--- src/rtl/sign_extend_scheduler.sv ---
// Round-robin scheduler that sign-extends one requester operand per cycle into a registered output.
// Optional SIGN_EXTEND_SCHEDULER_UNSIGNED_EN adds req_unsigned for per-requester zero-extension.
module sign_extend_scheduler #(
    parameter int NUM_REQ      = 4,
    parameter int INPUT_WIDTH  = 8,
    parameter int OUTPUT_WIDTH = 16,
    parameter int ID_WIDTH     = $clog2(NUM_REQ)
) (
    input  logic                           clk,
    input  logic                           rst_n,
    input  logic [NUM_REQ-1:0]             req_valid,
    output logic [NUM_REQ-1:0]             req_ready,
    input  logic [NUM_REQ*INPUT_WIDTH-1:0] req_data,
`ifdef SIGN_EXTEND_SCHEDULER_UNSIGNED_EN
    input  logic [NUM_REQ-1:0]             req_unsigned,
`endif
    output logic                           out_valid,
    input  logic                           out_ready,
    output logic [OUTPUT_WIDTH-1:0]        out_data,
    output logic [ID_WIDTH-1:0]            out_id
);

    localparam logic [0:0] EMPTY = 1'b0;
    localparam logic [0:0] FULL  = 1'b1;

    localparam int unsigned NREQ_U = NUM_REQ;
    localparam int          EXT_W  = OUTPUT_WIDTH - INPUT_WIDTH;

    logic [0:0]             state;
    logic [ID_WIDTH-1:0]    ptr;
    logic                   can_accept;
    logic                   found;
    logic                   transfer;
    logic [ID_WIDTH-1:0]    win_id;
    logic [INPUT_WIDTH-1:0] win_operand;
    logic                   win_unsigned;
    logic                   fill;
    logic [OUTPUT_WIDTH-1:0] ext_data;
    logic [ID_WIDTH-1:0]    ptr_next;
    int unsigned            scan_idx;

    assign out_valid  = (state == FULL);
    assign can_accept = !out_valid || out_ready;
    assign transfer   = found && can_accept;

    // Scan offsets 0..NUM_REQ-1 from ptr with an explicit wrap so non-power-of-two counts work.
    always_comb begin
        found        = 1'b0;
        win_id       = '0;
        win_operand  = '0;
        win_unsigned = 1'b0;
        scan_idx     = 0;
        for (int unsigned k = 0; k < NREQ_U; k++) begin
            scan_idx = {{(32-ID_WIDTH){1'b0}}, ptr} + k;
            if (scan_idx >= NREQ_U) begin
                scan_idx = scan_idx - NREQ_U;
            end
            if (!found && req_valid[scan_idx]) begin
                found       = 1'b1;
                win_id      = scan_idx[ID_WIDTH-1:0];
                win_operand = req_data[scan_idx*INPUT_WIDTH +: INPUT_WIDTH];
`ifdef SIGN_EXTEND_SCHEDULER_UNSIGNED_EN
                win_unsigned = req_unsigned[scan_idx];
`endif
            end
        end
    end

    assign fill     = win_operand[INPUT_WIDTH-1] & ~win_unsigned;
    assign ext_data = {{EXT_W{fill}}, win_operand};
    assign ptr_next = (win_id == ID_WIDTH'(NUM_REQ - 1)) ? '0 : win_id + 1'b1;

    always_comb begin
        req_ready = '0;
        if (transfer) begin
            req_ready[win_id] = 1'b1;
        end
    end

    always_ff @(posedge clk or negedge rst_n) begin
        if (!rst_n) begin
            state    <= EMPTY;
            out_data <= '0;
            out_id   <= '0;
            ptr      <= '0;
        end else if (transfer) begin
            state    <= FULL;
            out_data <= ext_data;
            out_id   <= win_id;
            ptr      <= ptr_next;
        end else if (state == FULL && out_ready) begin
            state <= EMPTY;
        end
    end

endmodule

--- config.mk ---
export PLATFORM = sky130hd
export DESIGN_NAME = sign_extend_scheduler
export DESIGN_NICKNAME = d
export VERILOG_FILES = /design/src/rtl/sign_extend_scheduler.sv
export SDC_FILE = /design/constraint.sdc
export NUM_CORES = 1
export LEC_CHECK = 0
export ABC_AREA = 1
export CORE_ASPECT_RATIO = 0.8
export CORE_MARGIN = 2
export CORE_UTILIZATION = 50
export CTS_BUF_LIST = sky130_fd_sc_hd__clkbuf_4 sky130_fd_sc_hd__clkbuf_8
export CTS_CLUSTER_SIZE = 25
export DETAILED_ROUTE_END_ITERATION = 10
export GPL_ROUTABILITY_DRIVEN = 0
export GPL_TIMING_DRIVEN = 0
export PLACE_DENSITY = 0.83
export SYNTH_ARGS = -nofsm -noshare
export SYNTH_HDL_FRONTEND = slang
export SYNTH_SLANG_ARGS = --single-unit
--- constraint.sdc ---
create_clock -name clk -period 3.85 [get_ports clk]
set_clock_uncertainty 0.05 [all_clocks]
set_input_delay 0.77 -clock clk [delete_from_list [all_inputs] [get_ports clk]]
set_output_delay 0.77 -clock clk [all_outputs]
set_load 0.01 [all_outputs]
==> results of run 1 <==
## path summary, 6_finish.rpt
kind | end | slack (ps) | cells past startpoint
worst max register to register | ptr[1] | 1040 | 18
worst min register to register | out_data[4] | 430 | 2
min in group asynchronous | out_data[7] | 840 | 1
max in group asynchronous | out_data[3] | 2540 | 1
worst min-delay path | out_data[4] | 430 | 2
worst max-delay path | req_ready[0] | 110 | 18
## registers in the layout, indices dropped and copies added (netlist names)
register,cells
ptr,2
out_id,2
out_data,8
out_valid,1
## cells in the final DEF (no fill, tap or decap), drive strengths merged, types with 10 or more instances in the layout
cell type,count
nand2,164
nand3,68
inv,59
clkdlybuf4s50,57
buf,36
o21ai,27
nor2,24
dfrtp,13
clkbuf,10
## per-stage QoR
| step | instances | area [um^2] | hold WS [ps] | total power [mW] |
|---|---|---|---|---|
| 3_3_place_gp | 531 | 2885 | 415.1 | 2.750 |
| 3_5_place_dp | 531 | 2885 | 421.6 | 2.785 |
| 4_1_cts | 537 | 2963 | 433.7 | 2.964 |
| 2_1_floorplan | 413 | 2203 | 424.4 | 1.989 |
| 6_report | 543 | 3015 | 426.9 | 3.152 |
| 5_1_grt | 543 | 3015 | 446.9 | 3.443 |
## cell families (layout without fill, tap and decap cells)
kind of cell	Yosys count	count (layout)	synth area share, %
flip-flops	13	13	14.76
AND/OR/NAND/NOR	265	265	52.30
AO/OA/AOI/OAI	38	38	9.143
adder cells (fa/ha/maj)	7	7	3.975
buffers and inverters	90	163	19.82
## where the power goes
group	internal, mW	switching, mW
Sequential	0.211	0.0470
Clock	0.0802	0.0493
Combinational	1.10	1.67
Total	1.39	1.76
## what timing repair did
item,CTS,global route
pin swaps,1,2
gates cloned,0,0
gates resized for setup,12,12
setup buffers,2,6
setup endpoints to repair,4,4
## layout make-up
type	instances	area share, %
Inverter	59	7.510
Sequential cell	13	10.79
Tap cell	57	2.365
Buffer	31	7.801
Timing Repair Buffer	69	21.70
Multi-Input combinational cell	310	48.22
Clock buffer	4	1.618
## critical path, cell delays in order, from the launching register on
cell           delay, ps
dfrtp_1              380
buf_6                140
inv_4                 40
buf_8                140
buf_8                150
ha_1                 300
buf_6                120
inv_2                 60
nand2_1               90
nand2_2               80
nor2_4               130
buf_6                140
buf_8                110
nand4_1              120
nand2_2              130
ha_1                 140
inv_1                 40
nor2_1                80
dlygate4sd2_1        260
## layer usage
| metal | vias to the layer above | wire [um] |
|---|---|---|
| met5 | - | 0 |
| met4 | 0 | 204 |
| met3 | 33 | 815 |
| met2 | 208 | 3214 |
| met1 | 1290 | 3075 |
| li1 | 1431 | - |
==> qor.yml, run 1 <==
floorplanning:
  die_height_um: 63.38
  io_pins: 62
  chipWidth_um: 78.22
  rows: 21
  dieArea_um2: 4957
  coreArea_um2: 4204
  start_util_pct: 52.41
logic_synthesis:
  netlist_area_um2: 2203
  netlist_top_cells_area: "nand2_1, nand3_1, dfrtp_1, inv_1, o21ai_0"
  async_flop_share_pct: 100.0
  synth_flop_cell: "dfrtp_1"
  synth-seq-cells: 13
  yosysSeqAreaShare_pct: 14.76
  synth_top_area_cell: "nand2_1"
  yosys.cell_count.top_type: "nand2_1"
  synthCells: 413
  synth_edf_count: 0
  syn-num-nets: 459
  syn_area_per_cell_um2: 5.335
  synth_commonest_cells: "nand2_1, nand3_1, inv_1"
  synth.distinct_cells: 26
  yosys.area.top_type_share_pct: 27.26
  yosys_warnings: 0
placement:
  hpwl_um: 5191
  post-place-ws_ps: -296.8
  port_buffers: 61
worst_hold_path:
  hold_path.class: "flip-flop to flip-flop"
  hp-start: "out_data[4]"
power:
  ir_drop_mv: 0.4377
  power_density_nw_per_um2: 1045
  power.leakage_nw: 1.700
drt:
  drc_errors: 0
  first_pass_iters: 8
  drt_iter0_drc: 359
  wire_per_inst_um: 13.46
  ant_nets: 0
  drt-total-wl_um: 7310
  avgViaCountPerCell: 5.455
  routed-via-count: 2962
critical_path:
  critPathMaxFanout: 11
  worstPathArrival_ps: 2920
  worstSetupEndpointType: "output pin"
  r2r-start: "ptr[0]"
  criticalPathCategory: "flip-flop to output pin"
  startpoint: "ptr[0]"
  worstSetupStartpointType: "flip-flop"
  crit_required_ps: 3030
outcome:
  outcome: "finished, final reports clean"
final_layout:
  area_delta_synth_final_pct: 36.85
  antenna_cells: 0
  drive_above_1_share_pct: 11.93
  final_util_pct: 71.73
  n_fill_cell: 383
  multi_input_area_um2: 1454
  seq_area_um2: 325.3
  fin_nets: 533
timing:
  finalSetupViolCount: 0
  min_period_ps: 3740
  period_share_pct: 97.14
  maxSlewViolCount: 0
  setup-tns-final_ps: 0
  finalHoldViolations: 0
  fin_ws_ps: 110.3
  relSlewSlack_pct: 44.10
  max_slew.worst_pin.slew_ps: 835.4
  clock.fmax_mhz: 267.4
job:
  cap_violations: 0
grt:
  grt_use_met3_pct: 5.301
  met1_usage_pct: 41.86
  antenna_found_initial: 0
  grt_start_max_net_pins: 14
  grt_pass1_vias: 2608
  grt_pass1_wl_um: 12050
  top_usage_layer: "met2"
  met2_usage_pct: 48.60
  grtUsageTotal_pct: 30.04
  overflow: 0
cts:
  cts-root-buf: "clkbuf_8"
  htreeDepth: 1
  cts_sinks: 13
  clockBufferDepth: 2
  numCtsBuffers: 3
  cts.clk_slew.worst_paths_ps: 60
  hold_buffers: 0
  clk_latency_ps: 250
  cts_tree: "yes"
(Power assumes the default switching activity.)
==> inputs of run 2 (changes only) <==
Settings changed: GPL_TIMING_DRIVEN 0 to unset, MAX_ROUTING_LAYER set to met4.
==> qor.yml, run 2 (synthesis gave the netlist of run 1 again) <==
outcome:
  outcome: "finished, final reports clean"
drt:
  drt-total-wl_um: 5923
  first_pass_iters: 5
  drt_iter0_drc: 211
  ant_nets: 0
  avgViaCountPerCell: 5.075
  routed-via-count: 2624
  drc_errors: 0
  wire_per_inst_um: 11.46
grt:
  grt_pass1_wl_um: 9632
  grtUsageTotal_pct: 23.89
  overflow: 0
  top_usage_layer: "met2"
  grt_use_met3_pct: 2.149
  met1_usage_pct: 31.12
  antenna_found_initial: 0
  grt_pass1_vias: 2221
  grt_start_max_net_pins: 63
  met2_usage_pct: 42.13
cts:
  cts-root-buf: "clkbuf_8"
  cts_tree: "yes"
  hold_buffers: 0
  cts_sinks: 13
  numCtsBuffers: 3
  htreeDepth: 1
  cts.clk_slew.worst_paths_ps: 50
  clockBufferDepth: 2
  clk_latency_ps: 240
critical_path:
  worstSetupEndpointType: "output pin"
  crit_required_ps: 3030
  criticalPathCategory: "input pin to output pin"
  critPathMaxFanout: 5
  worstPathArrival_ps: 2850
  worstSetupStartpointType: "input pin"
worst_hold_path:
  hold_path.class: "flip-flop to flip-flop"
timing:
  holdWs_ps: 434.7
  finalSetupViolCount: 0
  period_share_pct: 95.42
  finalHoldViolations: 0
  clock.fmax_mhz: 272.2
  min_period_ps: 3674
  maxSlewViolCount: 0
  relSlewSlack_pct: 54.72
  max_slew.worst_pin.slew_ps: 676.7
  fin_ws_ps: 176.3
  setup-tns-final_ps: 0
final_layout:
  fin_nets: 507
  reg.largest.list: "out_data x8, out_id x2, ptr x2"
  max_flop_register: "out_data"
  mostFrequentLayoutCells: "nand2_1, nand3_1, clkdlybuf4s50_1"
  final_cell_area_um2: 2846
  antenna_cells: 0
  area_delta_synth_final_pct: 29.19
  drive_above_1_share_pct: 6.957
  layout_commonest_cell: "nand2_1"
  largest_reg_flops: 8
power:
  power.internal_mw: 1.223
  power.share.combinational_pct: 86.2
  ir_drop_mv: 0.4457
  power.leakage_nw: 1.621
  power_density_nw_per_um2: 978.0
  power.switching_mw: 1.561
  power_frac_seq_pct: 9.3
  pwr-share-clk_pct: 4.5
  switching_share_pct: 56.06
floorplanning:
  die_height_um: 63.38
  dieArea_um2: 4957
  rows: 21
  io_pins: 62
  coreArea_um2: 4204
  start_util_pct: 52.41
  chipWidth_um: 78.22
placement:
  port_buffers: 61
  place_area_um2: 2748
  hpwl_um: 4322
  post-place-ws_ps: 101.6
job:
  cap_violations: 0
==> run 2: cell count changes in the layout (fill, tap and decap cells not counted), sizes merged, moves of 2 or more <==
| cell | delta |
|---|---|
| buf | -23 |
| clkbuf | -6 |
| dlymetal6s2s | +3 |
| inv | -2 |
==> run 2: per-layer routing <==
| layer | wire [um] | share of wire (%) | up-vias |
|---|---|---|---|
| li1 | - | - | 1383 |
| met1 | 2684 | 45 | 1149 |
| met2 | 2844 | 48 | 88 |
| met3 | 360 | 6.1 | 4 |
| met4 | 34 | 0.57 | 0 |
| met5 | 0 | 0 | - |
==> run 2: worst max-delay path, stage by stage <==
cell and delay, ps:
clkdlybuf4s50_1 490, inv_1 50, nand2_1 110, nand2_1 90
nand2_1 80, nand2_2 90, o21bai_1 150, nand2_1 110
nand3_2 120, ha_1 150, inv_1 40, nor2_1 90
clkdlybuf4s50_1 530
==> run 2: what timing repair did <==
action | 4_1_cts | 5_1_grt
gates resized for setup | 0 | 8
setup endpoints to repair | 0 | 4
setup buffers | 0 | 3
==> run 2: power groups by stage <==
stage	clock [mW]	combinational [mW]	sequential (mW)
3_5_place_dp	0	2.30	0.259
6_report	0.127	2.40	0.258
5_1_grt	0.135	2.68	0.265
4_1_cts	0.125	2.32	0.256
3_3_place_gp	0	2.27	0.255
2_1_floorplan	0	1.71	0.279
==> run 2: final timing paths <==
path / start / endpoint / slack, ps / cells after the start
min: out_id[1] / out_id[1] / 430 / 2
min in group asynchronous: rst_n / out_data[1] / 840 / 1
max: req_valid[3] / req_ready[0] / 180 / 13
max in group asynchronous: rst_n / ptr[0] / 2540 / 1
min reg2reg: out_id[1] / out_id[1] / 430 / 2
max reg2reg: ptr[0] / ptr[1] / 1420 / 12
==> run 2: layout make-up <==
class / count / area [um^2]
multi-input combinational: 310 / 1454
clock buffer: 4 / 48.80
timing repair buffer: 74 / 719.4
inverter: 59 / 227.7
fill: 398 / 1358
sequential: 13 / 325.3
tap: 57 / 71.32
==> run 2: metrics by stage <==
| step | util [%] | instances | power, mW |
|---|---|---|---|
| final | 67.71 | 517 | 2.784 |
| after global routing | 67.71 | 517 | 3.083 |
| after CTS | 66.52 | 514 | 2.697 |
| after detailed placement | 65.36 | 510 | 2.560 |
| after global placement | 65.36 | 510 | 2.526 |
| after floorplan | - | 413 | 1.989 |
